`src/rtl/vlc_input_conditioner.sv`:
```
// Dashboard switch conditioner: synchronise, debounce and arbitrate the stalk/hazard inputs
// into mutually exclusive lamp requests. Build option: VLC_HAZARD_TOGGLE_EN (pushbutton hazard).
module vlc_input_conditioner #(
  parameter int SYNC_STAGES     = 2,
  parameter int DEBOUNCE_CYCLES = 16
) (
  input  logic clk,
  input  logic rst,
  input  logic raw_left,
  input  logic raw_right,
  input  logic raw_hazard,
  output logic turn_left,
  output logic turn_right,
  output logic emergency,
  output logic conflict,
  output logic req_changed
);

  localparam int CW = $clog2(DEBOUNCE_CYCLES + 1);
  localparam logic [CW-1:0] CNT_LAST = CW'(DEBOUNCE_CYCLES - 1);

  // Channel bit order everywhere: {hazard, right, left}
  logic [2:0]    raw_vec;
  logic [2:0]    sync_chain [SYNC_STAGES];
  logic [2:0]    sync_lvl;
  logic [2:0]    stable;
  logic [CW-1:0] cnt [3];
  logic          hazard_state;

  assign raw_vec  = {raw_hazard, raw_right, raw_left};
  assign sync_lvl = sync_chain[SYNC_STAGES-1];

  always_ff @(posedge clk) begin
    if (rst) begin
      for (int i = 0; i < SYNC_STAGES; i++) sync_chain[i] <= '0;
    end else begin
      sync_chain[0] <= raw_vec;
      for (int i = 1; i < SYNC_STAGES; i++) sync_chain[i] <= sync_chain[i-1];
    end
  end

  // A level is accepted only after DEBOUNCE_CYCLES consecutive differing samples
  always_ff @(posedge clk) begin
    if (rst) begin
      stable <= '0;
      for (int ch = 0; ch < 3; ch++) cnt[ch] <= '0;
    end else begin
      for (int ch = 0; ch < 3; ch++) begin
        if (sync_lvl[ch] == stable[ch]) begin
          cnt[ch] <= '0;
        end else if (cnt[ch] == CNT_LAST) begin
          stable[ch] <= sync_lvl[ch];
          cnt[ch]    <= '0;
        end else begin
          cnt[ch] <= cnt[ch] + CW'(1);
        end
      end
    end
  end

`ifdef VLC_HAZARD_TOGGLE_EN
  logic hz_prev;
  logic hz_latch;

  always_ff @(posedge clk) begin
    if (rst) begin
      hz_prev  <= 1'b0;
      hz_latch <= 1'b0;
    end else begin
      hz_prev <= stable[2];
      if (stable[2] && !hz_prev) hz_latch <= ~hz_latch;
    end
  end

  assign hazard_state = hz_latch;
`else
  assign hazard_state = stable[2];
`endif

  logic nxt_left;
  logic nxt_right;
  logic nxt_emergency;
  logic nxt_conflict;

  always_comb begin
    nxt_emergency = hazard_state | (stable[0] & stable[1]);
    nxt_left      = stable[0] & ~stable[1] & ~hazard_state;
    nxt_right     = stable[1] & ~stable[0] & ~hazard_state;
    nxt_conflict  = stable[0] & stable[1];
  end

  always_ff @(posedge clk) begin
    if (rst) begin
      turn_left   <= 1'b0;
      turn_right  <= 1'b0;
      emergency   <= 1'b0;
      conflict    <= 1'b0;
      req_changed <= 1'b0;
    end else begin
      turn_left   <= nxt_left;
      turn_right  <= nxt_right;
      emergency   <= nxt_emergency;
      conflict    <= nxt_conflict;
      req_changed <= {nxt_left, nxt_right, nxt_emergency} != {turn_left, turn_right, emergency};
    end
  end

endmodule
```
`config.mk`:
```
export PLATFORM = sky130hd
export DESIGN_NAME = vlc_input_conditioner
export DESIGN_NICKNAME = d
export VERILOG_FILES = /design/src/rtl/vlc_input_conditioner.sv
export SDC_FILE = /design/constraint.sdc
export NUM_CORES = 1
export LEC_CHECK = 0
export CORE_MARGIN = 2
export CORE_UTILIZATION = 45
export DETAILED_ROUTE_END_ITERATION = 10
export SLEW_MARGIN = 0
export SYNTH_ARGS = -nofsm -noshare
export SYNTH_HDL_FRONTEND = slang
export SYNTH_SLANG_ARGS = --single-unit
```
`constraint.sdc`:
```
create_clock -name clk -period 2.3 [get_ports clk]
set_input_delay 0.575 -clock clk [delete_from_list [all_inputs] [get_ports clk]]
set_output_delay 0.575 -clock clk [all_outputs]
set_load 0.02 [all_outputs]
```
==> reports/summary.txt <==
status - complete, no violations
post-route cell area - 1435 sq um
Leakage - 0.5809 nW
CP required - 1.73 ns
Reg clk slew, reported paths - 0.09 ns
post-synthesis sequential area ratio - 60.08%
largest net degree at the start of global routing - 11
clk sinks - 29
syn_area_per_cell - 11.58 sq um
# IOs - 10
# diodes - 0
Via-to-Cell Ratio - 4.537
setup_tns - 0 ns
post-CTS sizing - 0
DR DRC count - 0
min Tclk post-route - 1.941 ns
hold depth - 1
clock skew - 0.004220 ns
WL/cell - 10.71 microns
VDD IR max - 0.5007 mV
die area - 3134 sq um
wirelength, routed - 1757 microns
post-synthesis cell type count - 27
gr usage total - 13.63%
vias in the first global route - 782
CP delay by family, top - buffers and inverters
Die H - 55.99 microns
Crit path largest cell delay - 0.64 ns
post-synthesis cell area - 1216 sq um
most common cell after layout, fill and taps aside - nor2_1
Buffers on Ports - 9
flop-to-flop setup slack - 0.53 ns
area post-placement - 1384 sq um
critical path launch point type - register
CTS Buffer Depth - 2
TritonCTS clock tree - built
Final Cycle Share - 84.38%
Synth top area share - 37.04%
GPL Wtd Cong - 0.7467
reg2reg end - cnt[0][3]
crit path DAT - 1.37 ns
CP max FO - 6
setup ws final - 0.3593 ns
Initial DRC Count - 10
Worst Setup End Kind - output port
R2R depth - 5
nets - 144
worst hold endpoint - sync_chain[0][5]
htree depth - 2
Hold Crit Class - register to register
Synth-to-Final Area Change - 18.00%
clk_lat worst skew - 0.32 ns
critical path class - register to output port
Buffers & Inverters on Critical Path - 1
post-layout util - 56.89%
Worst Hold Launch - sync_chain[0][2]
RSZ-0062 raised after global routing - no
Finish-stage setup viols - 0
crit path cell chain - clkdlybuf4s50_1
Ys Warns - 0
final hold viol count - 0
Fmax - 0.5153 GHz
Post-DRT Antenna Nets - 0
initial antenna violation count - 0
First-pass DRT Iterations - 3
initial core utilization - 48.21%
number of max-cap violations - 0
CP max stage cell - clkdlybuf4s50_1
first-pass GRT wire length - 3270 microns
CTS Hold Bufs - 0
CTS Root Cell - clkbuf_4
worst r2r src - cnt[0][0]
Synth area leader - edfxtp_1
max-slew violations - 0
Post-Syn Instances - 105
P per Cell Area - 624.9 nW/um^2
top cells by area, synth - edfxtp_1 37%, dfxtp_1 23%, ha_1 6.2%
via count - 744
Post-Place Worst Slack - 0.3493 ns
layout cells sized above 1 - 5.970%
Core ar. - 2522 sq um
total grt overflow - 0
Seq cells post-synth - 29
setup bufs post-CTS - 0
FP Rows - 18
dpl hpwl - 1257 microns
commonest non-fill, non-tap cells in the layout - 19 x nor2_1, 15 x edfxtp_1, 15 x conb_1
Design Power - 0.0008969 W
TritonCTS buffer count - 5
DIE WIDTH - 55.99 microns
## worst max path at each step
stage / start / end / cells past startpoint
after detailed placement: rst / cnt[1][2] / 3
after global placement: rst / cnt[0][3] / 3
after global routing: emergency / emergency / 1
after CTS: emergency / emergency / 1
final: emergency / emergency / 1
after floorplan: cnt[2][0] / cnt[2][2] / 5
## registers in the layout, summed over array words and instances, names as in the netlist
register     count
turn_right       1
cnt             15
conflict         1
stable           3
req_changed      1
sync_chain       6
emergency        1
turn_left        1
## cells in the mapped netlist (all sizes together)
cell	n
nor4b	2
xor2	3
conb	1
edfxtp	15
and3	3
nor3	1
nand3	3
dfxtp	14
nor3b	1
clkbuf	1
o311a	1
xnor2	6
or3	3
mux2i	3
or4	1
nor2	19
inv	8
nor4	1
a31oi	1
nand2	1
nor2b	6
a41oi	1
buf	2
ha	6
a211o	1
a21oi	1
## layer usage
layer	global-route usage, %	routed length (microns)	up-vias
li1	-	-	399
met2	19.66	779	11
met4	5.102	23	0
met1	17.89	869	332
met5	0	0	-
met3	6.279	84	2
## power by group
part           internal [W]  switching [W]  total [W]
registers          0.000560     0.00000913   0.000569
clock network      0.000116       0.000170   0.000286
logic             0.0000209      0.0000208  0.0000418
## cells by family after synthesis
group	count (synthesis)	share of synthesized area, %
mux	3	2.469
compound gates	5	3.190
other cells	1	0.3083
simple gates	41	17.18
xor+xnor	9	6.482
flops	29	60.08
buf+inv	11	4.115
fa+ha+maj	6	6.173
## cell type report
class	count	area, sq um
fill	234	1087
sequential	29	730.7
multi-input combinational	79	488.0
timing repair buffer	10	97.59
clock buffer	6	41.29
tap	30	37.54
inverter	8	30.03
clock inverter	2	10.01
## per-stage QoR
step / hold slack (ns) / instances
4_1_cts: 0.4405 / 164
5_1_grt: 0.4615 / 164
3_3_place_gp: 0.4220 / 156
3_5_place_dp: 0.4242 / 156
6_report: 0.4396 / 164
2_1_floorplan: 0.4138 / 119
(Power assumes the default switching activity.)
